## src/rtl/freq_gate_ctrl_pkg.sv

```systemverilog
// Shared types and default parameters for the frequency-gate controller.
package freq_gate_ctrl_pkg;

  localparam int unsigned CntWDefault     = 32;
  localparam int unsigned GateWDefault    = 32;
  localparam int unsigned SettleCycDefault = 2;

  typedef enum logic [2:0] {
    StIdle,
    StClear,
    StGate,
    StSettle,
    StLatch,
    StDone
  } state_e;

endpackage

```

## src/rtl/freq_gate_ctrl_if.sv

```systemverilog
// Control/result bundle between a host (master) and the gate controller (slave).
interface freq_gate_ctrl_if
  import freq_gate_ctrl_pkg::*;
#(
  parameter int unsigned CNT_W  = CntWDefault,
  parameter int unsigned GATE_W = GateWDefault
);

  logic              start;
  logic              cont;
  logic              abort;
  logic [GATE_W-1:0] gate_len;
  logic [CNT_W-1:0]  count_in;
  logic              cnt_clr_n;
  logic              gate_en;
  logic [CNT_W-1:0]  result;
  logic              result_ovf;
  logic              result_valid;
  logic              result_ready;
  logic              busy;
  logic              cfg_err;

  modport master (
    output start, cont, abort, gate_len, count_in, result_ready,
    input  cnt_clr_n, gate_en, result, result_ovf, result_valid, busy, cfg_err
  );

  modport slave (
    input  start, cont, abort, gate_len, count_in, result_ready,
    output cnt_clr_n, gate_en, result, result_ovf, result_valid, busy, cfg_err
  );

endinterface

```

## src/rtl/gate_timer.sv

```systemverilog
// Gate-window down-counter: loaded with the window length, expires on its last cycle.
module gate_timer #(
  parameter int unsigned Width = 32
) (
  input  logic             clk_i,
  input  logic             rst_i,
  input  logic             load_i,
  input  logic             en_i,
  input  logic [Width-1:0] load_val_i,
  output logic             expire_o
);

  logic [Width-1:0] cnt_q, cnt_d;

  // Load has priority; decrement saturates at zero so the counter never wraps.
  always_comb begin
    cnt_d = cnt_q;
    if (load_i) begin
      cnt_d = load_val_i;
    end else if (en_i && (cnt_q != '0)) begin
      cnt_d = cnt_q - 1'b1;
    end
  end

  // Count register.
  always_ff @(posedge clk_i or posedge rst_i) begin
    if (rst_i) begin
      cnt_q <= '0;
    end else begin
      cnt_q <= cnt_d;
    end
  end

  // A remaining count of one marks the final enabled cycle of the window.
  assign expire_o = en_i && (cnt_q == Width'(1));

endmodule

```

## src/rtl/freq_gate_ctrl.sv

```systemverilog
// Frequency-measurement gate controller: clears an external edge counter, opens a
// gate window of programmable length, waits for the counter to settle, latches the
// count and presents it through a valid/ready handshake.
module freq_gate_ctrl
  import freq_gate_ctrl_pkg::*;
#(
  parameter int unsigned CNT_W      = CntWDefault,
  parameter int unsigned GATE_W     = GateWDefault,
  parameter int unsigned SETTLE_CYC = SettleCycDefault
) (
  input logic                   clk_i,
  input logic                   rst_i,
  freq_gate_ctrl_if.slave       ctrl_io
);

  localparam int unsigned SettleW = (SETTLE_CYC > 0) ? $clog2(SETTLE_CYC + 1) : 1;

  state_e              state_q, state_d;
  logic [GATE_W-1:0]   gate_len_q, gate_len_d;
  logic [SettleW-1:0]  settle_q, settle_d;
  logic [CNT_W-1:0]    result_q, result_d;
  logic                ovf_q, ovf_d;
  logic                cfg_err_q, cfg_err_d;
  logic                cnt_clr_n_q;
  logic                tmr_load, tmr_en, tmr_expire;

  gate_timer #(
    .Width (GATE_W)
  ) u_gate_timer (
    .clk_i      (clk_i),
    .rst_i      (rst_i),
    .load_i     (tmr_load),
    .en_i       (tmr_en),
    .load_val_i (gate_len_q),
    .expire_o   (tmr_expire)
  );

  // Next-state and datapath update; abort overrides every transition.
  always_comb begin
    state_d    = state_q;
    gate_len_d = gate_len_q;
    settle_d   = settle_q;
    result_d   = result_q;
    ovf_d      = ovf_q;
    cfg_err_d  = 1'b0;
    tmr_load   = 1'b0;
    tmr_en     = 1'b0;
    if (ctrl_io.abort) begin
      state_d = StIdle;
    end else begin
      unique case (state_q)
        StIdle: begin
          if (ctrl_io.start) begin
            if (ctrl_io.gate_len == '0) begin
              cfg_err_d = 1'b1;
            end else begin
              gate_len_d = ctrl_io.gate_len;
              state_d    = StClear;
            end
          end
        end
        StClear: begin
          tmr_load = 1'b1;
          state_d  = StGate;
        end
        StGate: begin
          tmr_en = 1'b1;
          if (tmr_expire) begin
            if (SETTLE_CYC == 0) begin
              state_d = StLatch;
            end else begin
              settle_d = SettleW'(SETTLE_CYC);
              state_d  = StSettle;
            end
          end
        end
        StSettle: begin
          if (settle_q <= SettleW'(1)) begin
            state_d = StLatch;
          end else begin
            settle_d = settle_q - 1'b1;
          end
        end
        StLatch: begin
          result_d = ctrl_io.count_in;
          ovf_d    = &ctrl_io.count_in;
          state_d  = StDone;
        end
        StDone: begin
          if (ctrl_io.result_ready) begin
            state_d = ctrl_io.cont ? StClear : StIdle;
          end
        end
        default: state_d = StIdle;
      endcase
    end
  end

  // State and datapath registers; the counter clear is registered so it is low
  // during reset and rises on the first edge after release.
  always_ff @(posedge clk_i or posedge rst_i) begin
    if (rst_i) begin
      state_q     <= StIdle;
      gate_len_q  <= '0;
      settle_q    <= '0;
      result_q    <= '0;
      ovf_q       <= 1'b0;
      cfg_err_q   <= 1'b0;
      cnt_clr_n_q <= 1'b0;
    end else begin
      state_q     <= state_d;
      gate_len_q  <= gate_len_d;
      settle_q    <= settle_d;
      result_q    <= result_d;
      ovf_q       <= ovf_d;
      cfg_err_q   <= cfg_err_d;
      cnt_clr_n_q <= (state_d != StClear);
    end
  end

  assign ctrl_io.cnt_clr_n    = cnt_clr_n_q;
  assign ctrl_io.gate_en      = (state_q == StGate);
  assign ctrl_io.result       = result_q;
  assign ctrl_io.result_ovf   = ovf_q;
  assign ctrl_io.result_valid = (state_q == StDone);
  assign ctrl_io.busy         = (state_q != StIdle);
  assign ctrl_io.cfg_err      = cfg_err_q;

endmodule
```

## src/flat_wrapper.sv

```systemverilog
// flat-port wrapper written by rule: the top's interface ports become plain ports
module freq_gate_ctrl_flat import freq_gate_ctrl_pkg::*;
#(
  parameter int unsigned CNT_W      = CntWDefault,
  parameter int unsigned GATE_W     = GateWDefault,
  parameter int unsigned SETTLE_CYC = SettleCycDefault
)
  (clk_i, rst_i, ctrl_io_start, ctrl_io_cont, ctrl_io_abort, ctrl_io_gate_len, ctrl_io_count_in, ctrl_io_result_ready, ctrl_io_cnt_clr_n, ctrl_io_gate_en, ctrl_io_result, ctrl_io_result_ovf, ctrl_io_result_valid, ctrl_io_busy, ctrl_io_cfg_err);
  freq_gate_ctrl_if #(.CNT_W(CNT_W), .GATE_W(GATE_W)) ctrl_io_i ();
  input logic clk_i;
  input logic rst_i;
  input wire logic [$bits(ctrl_io_i.start)-1:0] ctrl_io_start;
  input wire logic [$bits(ctrl_io_i.cont)-1:0] ctrl_io_cont;
  input wire logic [$bits(ctrl_io_i.abort)-1:0] ctrl_io_abort;
  input wire logic [$bits(ctrl_io_i.gate_len)-1:0] ctrl_io_gate_len;
  input wire logic [$bits(ctrl_io_i.count_in)-1:0] ctrl_io_count_in;
  input wire logic [$bits(ctrl_io_i.result_ready)-1:0] ctrl_io_result_ready;
  output wire logic [$bits(ctrl_io_i.cnt_clr_n)-1:0] ctrl_io_cnt_clr_n;
  output wire logic [$bits(ctrl_io_i.gate_en)-1:0] ctrl_io_gate_en;
  output wire logic [$bits(ctrl_io_i.result)-1:0] ctrl_io_result;
  output wire logic [$bits(ctrl_io_i.result_ovf)-1:0] ctrl_io_result_ovf;
  output wire logic [$bits(ctrl_io_i.result_valid)-1:0] ctrl_io_result_valid;
  output wire logic [$bits(ctrl_io_i.busy)-1:0] ctrl_io_busy;
  output wire logic [$bits(ctrl_io_i.cfg_err)-1:0] ctrl_io_cfg_err;
  assign ctrl_io_i.start = ctrl_io_start;
  assign ctrl_io_i.cont = ctrl_io_cont;
  assign ctrl_io_i.abort = ctrl_io_abort;
  assign ctrl_io_i.gate_len = ctrl_io_gate_len;
  assign ctrl_io_i.count_in = ctrl_io_count_in;
  assign ctrl_io_i.result_ready = ctrl_io_result_ready;
  assign ctrl_io_cnt_clr_n = ctrl_io_i.cnt_clr_n;
  assign ctrl_io_gate_en = ctrl_io_i.gate_en;
  assign ctrl_io_result = ctrl_io_i.result;
  assign ctrl_io_result_ovf = ctrl_io_i.result_ovf;
  assign ctrl_io_result_valid = ctrl_io_i.result_valid;
  assign ctrl_io_busy = ctrl_io_i.busy;
  assign ctrl_io_cfg_err = ctrl_io_i.cfg_err;
  freq_gate_ctrl #(.CNT_W(CNT_W), .GATE_W(GATE_W), .SETTLE_CYC(SETTLE_CYC)) u_core (.clk_i(clk_i), .rst_i(rst_i), .ctrl_io(ctrl_io_i));
endmodule
```

## config.mk

```make
export PLATFORM = sky130hd
export DESIGN_NAME = freq_gate_ctrl_flat
export DESIGN_NICKNAME = d
export VERILOG_FILES = /design/src/rtl/freq_gate_ctrl_pkg.sv /design/src/rtl/freq_gate_ctrl_if.sv /design/src/rtl/gate_timer.sv /design/src/rtl/freq_gate_ctrl.sv /design/src/flat_wrapper.sv
export SDC_FILE = /design/constraint.sdc
export NUM_CORES = 1
export LEC_CHECK = 0
export CAP_MARGIN = 40
export CORE_MARGIN = 3
export CORE_UTILIZATION = 40
export CTS_CLUSTER_DIAMETER = 150
export DETAILED_ROUTE_END_ITERATION = 10
export GPL_TIMING_DRIVEN = 0
export PLACE_DENSITY = 0.65
export SKIP_CTS_REPAIR_TIMING = 1
export SKIP_LAST_GASP = 1
export SYNTH_ARGS = -nofsm -noshare
export SYNTH_HDL_FRONTEND = slang
export SYNTH_HIERARCHICAL = 1
export SYNTH_SLANG_ARGS = --single-unit
```

## constraint.sdc

```tcl
create_clock -name clk_i -period 3.45 [get_ports clk_i]
set_input_delay 0.5175 -clock clk_i [delete_from_list [all_inputs] [get_ports clk_i]]
set_output_delay 0.5175 -clock clk_i [all_outputs]
set_load 0.02 [all_outputs]
```

# [Yosys cells after proc, flatten, opt, wreduce, memory -nomap -nowiden]
# Cells that the tools add are included.
# Widths: inputs -> output; s select.
[word_totals] inputBits=70 wordCells=55 output_inout_bits=38 ff_bits=104
[classes] add_sub_neg=2 bitwise=2 n_eq_ne=9 n_reduce_logical=12 n_lt_le_gt_ge=1 mux=21
[op_table] operator="$mux 32" n=2
[op_table] operator="$eq 32x1->1 const B" n=1
[op_table] operator="$logic_not 32->1" n=1
[op_table] operator="$reduce_and 32->1" n=1
[op_table] operator="$reduce_bool 32->1" n=1
[op_table] operator="$sub 32x1->32 const B" n=1
[op_table] operator="$mux 3" n=6
[op_table] operator="$pmux 3 s6" n=1
[op_table] operator="$mux 1" n=9
[op_table] operator="$reduce_and 4->1" n=2
[op_table] operator="$eq 3x2->1 const B" n=2
[op_table] operator="$eq 3x3->1 const B" n=2
[op_table] operator="$mux 2" n=2
[op_table] operator="$pmux 2 s2" n=1
[op_table] operator="$reduce_bool 2->1" n=2
[op_table] operator="$eq 3x1->1 const B" n=1
[op_table] operator="$logic_not 3->1" n=1
[op_table] operator="$ne 3x1->1 const B" n=1
[op_table] operator="$reduce_bool 3->1" n=1
[op_table] operator="$le 2x1->1 const B" n=1
[op_table] operator="$logic_and 1x1->1" n=2
[op_table] operator="$ne 2x1->1 const B" n=1
[op_table] operator="$ne 2x2->1 const B" n=1
[op_table] operator="$not 1->1" n=2
[op_table] operator="2 further kinds" n=2

# [Longest topological paths before layout]
[logic_depth] ltp_word=8 ltp_mapped=10 ltp_nobuf=8

# [Cells and area by module]
# Netlist, hierarchy kept.
[by_module_without_submodules] module="freq_gate_ctrl" seq_area_each_um2=1801.7 area_per_inst_um2=3119.2 cells_per_inst=210 n_inst=1
[by_module_without_submodules] module="gate_timer" seq_area_each_um2=800.8 area_per_inst_um2=2001.9 cells_per_inst=230 n_inst=1

# [Least setup slack after synthesis]
# OpenSTA, ideal clock, no wires.
[synth_path] kind="input port to flip-flop" startpoint="in ctrl_io_abort" endpoint="reg u_core.cnt_clr_n_q, in the netlist u_core/ctrl_io.cnt_clr_n" path_buffers=2 path_slack_ns=0.688 path_stages=10 setup_time_ns=0.129 required_time_ns=3.321 arrival_ns=2.633 cell_sequence="buf_2 or3b_2 nor2_1 clkbuf_1 nand4_1 nor3_1 nor2b_1 o21ai_0 o22a_1 a2111o_1"
[synth_via] elab_chain_len=6
[synth_lines] element="start: declaration" line_no="flat_wrapper.sv:14" text="input wire logic [$bits(ctrl_io_i.abort)-1:0] ctrl_io_abort;"
[synth_lines] element="$mux 1" line_no="freq_gate_ctrl.sv:48" text="if (ctrl_io.abort) begin"
[synth_lines] element="named net u_core.tmr_en" line_no="freq_gate_ctrl.sv:25" text="logic tmr_load, tmr_en, tmr_expire;"
[synth_lines] element="$logic_and 1x1->1" line_no="gate_timer.sv:35" text="assign expire_o = en_i && (cnt_q == Width'(1));"
[synth_lines] element="named net u_core.tmr_expire" line_no="freq_gate_ctrl.sv:25"
[synth_lines] element="$mux 3" line_no="freq_gate_ctrl.sv:68" text="if (tmr_expire) begin"
[synth_lines] element="$pmux 3 s6" line_no="freq_gate_ctrl.sv:51" text="unique case (state_q)"
[synth_lines] element="$mux 3" line_no="freq_gate_ctrl.sv:48"
[synth_lines] element="$ne 3x1->1" line_no="freq_gate_ctrl.sv:117" text="cnt_clr_n_q <= (state_d != StClear);"
[synth_lines] element="end signal: assignment" line_no="freq_gate_ctrl.sv:117"
[synth_lines] element="end: declaration" line_no="freq_gate_ctrl.sv:24" text="logic cnt_clr_n_q;"
# The timed path passes the listed nets, and every way through them passes these cells.
# A chain may end at the register's enable or synchronous reset.

# [Final worst setup path]
[layout_path] startpoint="reg u_core.state_q[2]" endpoint="reg u_core.cnt_clr_n_q, in the netlist u_core/ctrl_io.cnt_clr_n"
[layout_via] elab_chain_len=8 word_cells_on_any_way=17 cone_classes="eq/ne (6); mux (9); reduce/logical (2)"
[layout_lines] element="start: declaration" line_no="freq_gate_ctrl.sv:18" text="state_e state_q, state_d;"
[layout_lines] element="start signal: assignment" line_no="freq_gate_ctrl.sv:103" text="state_q <= StIdle;"
[layout_lines] element="start signal: assignment" line_no="freq_gate_ctrl.sv:111" text="state_q <= state_d;"
[layout_lines] element="$eq 3x2->1" line_no="freq_gate_ctrl.sv:51"
[layout_lines] element="$mux 1" line_no="freq_gate_ctrl.sv:51"
[layout_lines] element="$mux 1" line_no="freq_gate_ctrl.sv:48"
[layout_lines] element="named net u_core.tmr_en" line_no="freq_gate_ctrl.sv:25"
[layout_lines] element="$logic_and 1x1->1" line_no="gate_timer.sv:35"
[layout_lines] element="named net u_core.tmr_expire" line_no="freq_gate_ctrl.sv:25"
[layout_lines] element="$mux 3" line_no="freq_gate_ctrl.sv:68"
[layout_lines] element="$pmux 3 s6" line_no="freq_gate_ctrl.sv:51"
[layout_lines] element="$mux 3" line_no="freq_gate_ctrl.sv:48"
[layout_lines] element="$ne 3x1->1" line_no="freq_gate_ctrl.sv:117"
# The timed path passes the listed nets, and every way through them passes these cells.

==> results.md <==
* First-pass GRT wire length at 22300 um
* Peak Freq at 0.310 GHz
* Multi-input logic area at 0.00238 mm2
* Core Region at 0.0123 mm2
* CTS buffer count at 9
* Startpoint Class: flip-flop
* Fin crit share at 93.5%
* Synthesized flop and latch total at 104
* WHS at 0.430 ns
* Layout cells sized above 1 at about 19%
* Post-layout util at around 55%
* I/O pin count at 108
* Most frequent cells in the layout: 106 x clkdlybuf4s50_1, 104 x dfrtp_1, 36 x mux2_2, 30 x mux2_4, 30 x nand2_1
* HP Class: input pin to asynchronous set/reset pin
* Peak VDD IR at 380 uV
* Total track usage at 20.0%
* Fin. max-slew vios at 0
* Starting density of the core at 41.8%
* Routed wire length at 13400 um
* Slew headroom at 47.5%
* Yosys warnings at 6
* Number of synthesized flops with an enable pin at 0
* Crit. End Element: flip-flop
* RSZ-0062 raised after global routing: yes
* Antenna violations before repair at 0
* Remaining global-route overflow at 0
* Vias in the first global route at around 4300
* Synth Cell Area at between 0.005 and 0.006 mm2
* Number of library cell types mapped by synthesis at 61
* H-tree level count at 3
* Sequential cell area at approximately 0.0026 mm2
* Sequential-to-total area share from yosys stat at 50.8%
* Crit-path max FO at 10
* Static Leak at 0.00275 uW
* Commonest non-fill, non-tap cell in the layout: clkdlybuf4s50_1
* Total die area at 0.0142 mm2
* CP Class: flip-flop to flip-flop
* Root buffer cell: clkbuf_16
* Synth Area per Inst at 11.6 um2
* N_diodes at 0
* DP Wirelength at slightly above 10000 um
* Wire per inst at 18.2 um
* Pwr Total at around 4300 uW
* Pwr dens at 635 mW/mm2
* Crit path time final at 3.23 ns
* Post-synth top flop: dfrtp_1
* Drt first pass iters at 4
* NetSw at between 1000 and 1500 uW
* Flop pwr share at between 40% and 50%
* Via count at about 4000
* Final #Nets at 633
* Post-Syn Instances at 440
* Clock sink count at approximately 100
* CTS tree: done
* Comb pwr share at 31.3%
* Status: completed
* Worst skew pair latency at 0.36 ns
* WP data required at 3.68 ns
* GPL Wtd Cong at 0.829
* Max-Cap Viols at 0
* CP arrival at 3.46 ns
* Die Span Y at 119 um
* # rows at 40
* Actual slew at the worst max-slew pin at 0.786 ns
* Worst Skew at approximately 0.009 ns
* Pin count of the biggest net entering global routing at 66
* Int Pwr at 2890 uW
* Clock power frac at 24.1%
* Filler cells at 1075
* DRT iter0 DRCs at ~180
* Clock-pin slew on the worst setup and hold paths at 0.07 ns
* Ys async rst share at 100%
* Final Hold Viols at 0
* PortBufs at 106
* Clock tree buffer depth at 2
* Via density at around 5.5
* P&R area growth vs syn at 32.1%
* Synth Net Count at 513
* Detailed-route DRC error count at 0
* Antenna Nets Post-Route at 0
* Die width at around 120 um
* Endpoints failing setup at 0
* Sw Share at between 30% and 40%
## per-layer routing
metal	vias to the layer above	track usage, %	wire, um
met5	-	0	0
met4	0	6.66	188
met3	12	8.12	1040
met2	123	31.9	6600
met1	2019	24.5	5540
li1	1894	-	-
## power groups by stage
stage | Combinational [uW] | Clock (uW) | Sequential, uW
2_1_floorplan | 711 | 0 | 1990
6_report | 1350 | 1040 | 1920
3_5_place_dp | 1340 | 0 | 1930
4_1_cts | 1350 | 1060 | 1920
5_1_grt | 1460 | 1120 | 1980
3_3_place_gp | 1310 | 0 | 1910
## Yosys cell counts, types with 2 or more instances
cell,instances,area [um2]
a2111oi_0,4,35.0
a211o_1,4,35.0
a21oi_1,8,40.0
a311oi_1,3,26.3
a31oi_1,8,50.1
and3_1,3,18.8
buf_2,5,25.0
buf_4,2,15.0
buf_6,3,33.8
clkbuf_1,12,45.0
dfrtp_1,104,2600
ha_1,3,37.5
inv_1,7,26.3
mux2_2,36,405
mux2_4,30,450
nand2_1,30,113
nand2b_1,5,31.3
nand3_1,11,55.1
nand4_1,15,93.8
nand4b_1,2,17.5
nor2_1,23,86.3
nor3_1,8,40.0
nor3b_1,2,15.0
nor4_1,21,131
nor4b_1,2,17.5
o21ai_0,18,90.1
o21ai_1,5,25.0
o311ai_0,3,26.3
o31a_1,3,26.3
o31ai_1,4,30.0
or3_1,8,50.1
or4_1,3,22.5
xnor2_1,17,149
## flip-flops by register name, indices dropped and copies added (netlist names)
name and flops:
u_core/gate_len_q 32, u_core/u_gate_timer/cnt_q 32, u_core/ctrl_io.cfg_err 1, u_core/ctrl_io.result 32
u_core/ctrl_io.result_ovf 1, u_core/settle_q 2, u_core/state_q 3, u_core/ctrl_io.cnt_clr_n 1
## worst max-delay path: stages (launching register included)
cell and delay [ns]:
dfrtp_1 0.40, clkbuf_1 0.21, or3b_2 0.56, nor2_1 0.22
clkbuf_1 0.37, nand4_1 0.18, nor3_2 0.30, nor2b_1 0.17
o21ai_0 0.08, o22a_1 0.24, a2111o_1 0.37
## metrics by stage
stage,TNS [ns],cell area (um2),instances,worst slack [ns]
global placement,-13.55,6390,714,-0.197
global route,0,6770,733,0.0125
detailed placement,0,6460,717,0.120
floorplan,0,5120,440,0.688
finish,0,6770,733,0.223
CTS,0,6760,733,0.143
## logic make-up (layout without fill, tap and decap cells)
kind of cell | Yosys count | after routing | synth area share, %
buf+inv | 30 | 155 | 2.91
simple gates | 146 | 146 | 15.9
compound gates | 72 | 72 | 9.70
flops | 104 | 104 | 50.8
fa+ha+maj | 3 | 3 | 0.733
xor+xnor | 18 | 18 | 3.08
mux | 67 | 67 | 16.9
## worst paths after layout
| path | from | to | slack, ns | cells after the start |
|---|---|---|---|---|
| min | rst_i | u_core/gate_len_q[23]$_DFFE_PP0P_ | 0.43 | 2 |
| max in group asynchronous | rst_i | u_core/u_gate_timer/cnt_q[1]$_DFFE_PP0P_ | 2.28 | 3 |
| min in group clk_i | ctrl_io_abort | u_core/state_q[2]$_DFF_PP0_ | 0.45 | 2 |
| max reg2reg | u_core/state_q[2]$_DFF_PP0_ | u_core/ctrl_io.cnt_clr_n$_DFF_PP0_ | 0.22 | 10 |
| max | u_core/state_q[2]$_DFF_PP0_ | u_core/ctrl_io.cnt_clr_n$_DFF_PP0_ | 0.22 | 10 |
| min reg2reg | u_core/gate_len_q[7]$_DFFE_PP0P_ | u_core/u_gate_timer/cnt_q[7]$_DFFE_PP0P_ | 0.49 | 2 |
## final cells by class
class | instances | area share [%]
Inverter | 8 | 0.481
Timing Repair Buffer | 109 | 16.7
Tap cell | 168 | 3.11
Clock inverter | 6 | 1.02
Clock buffer | 10 | 3.38
Sequential cell | 104 | 38.5
Multi-Input combinational cell | 306 | 35.1
Buffer | 22 | 1.76
Note: power is estimated with default switching activity, not from simulation.
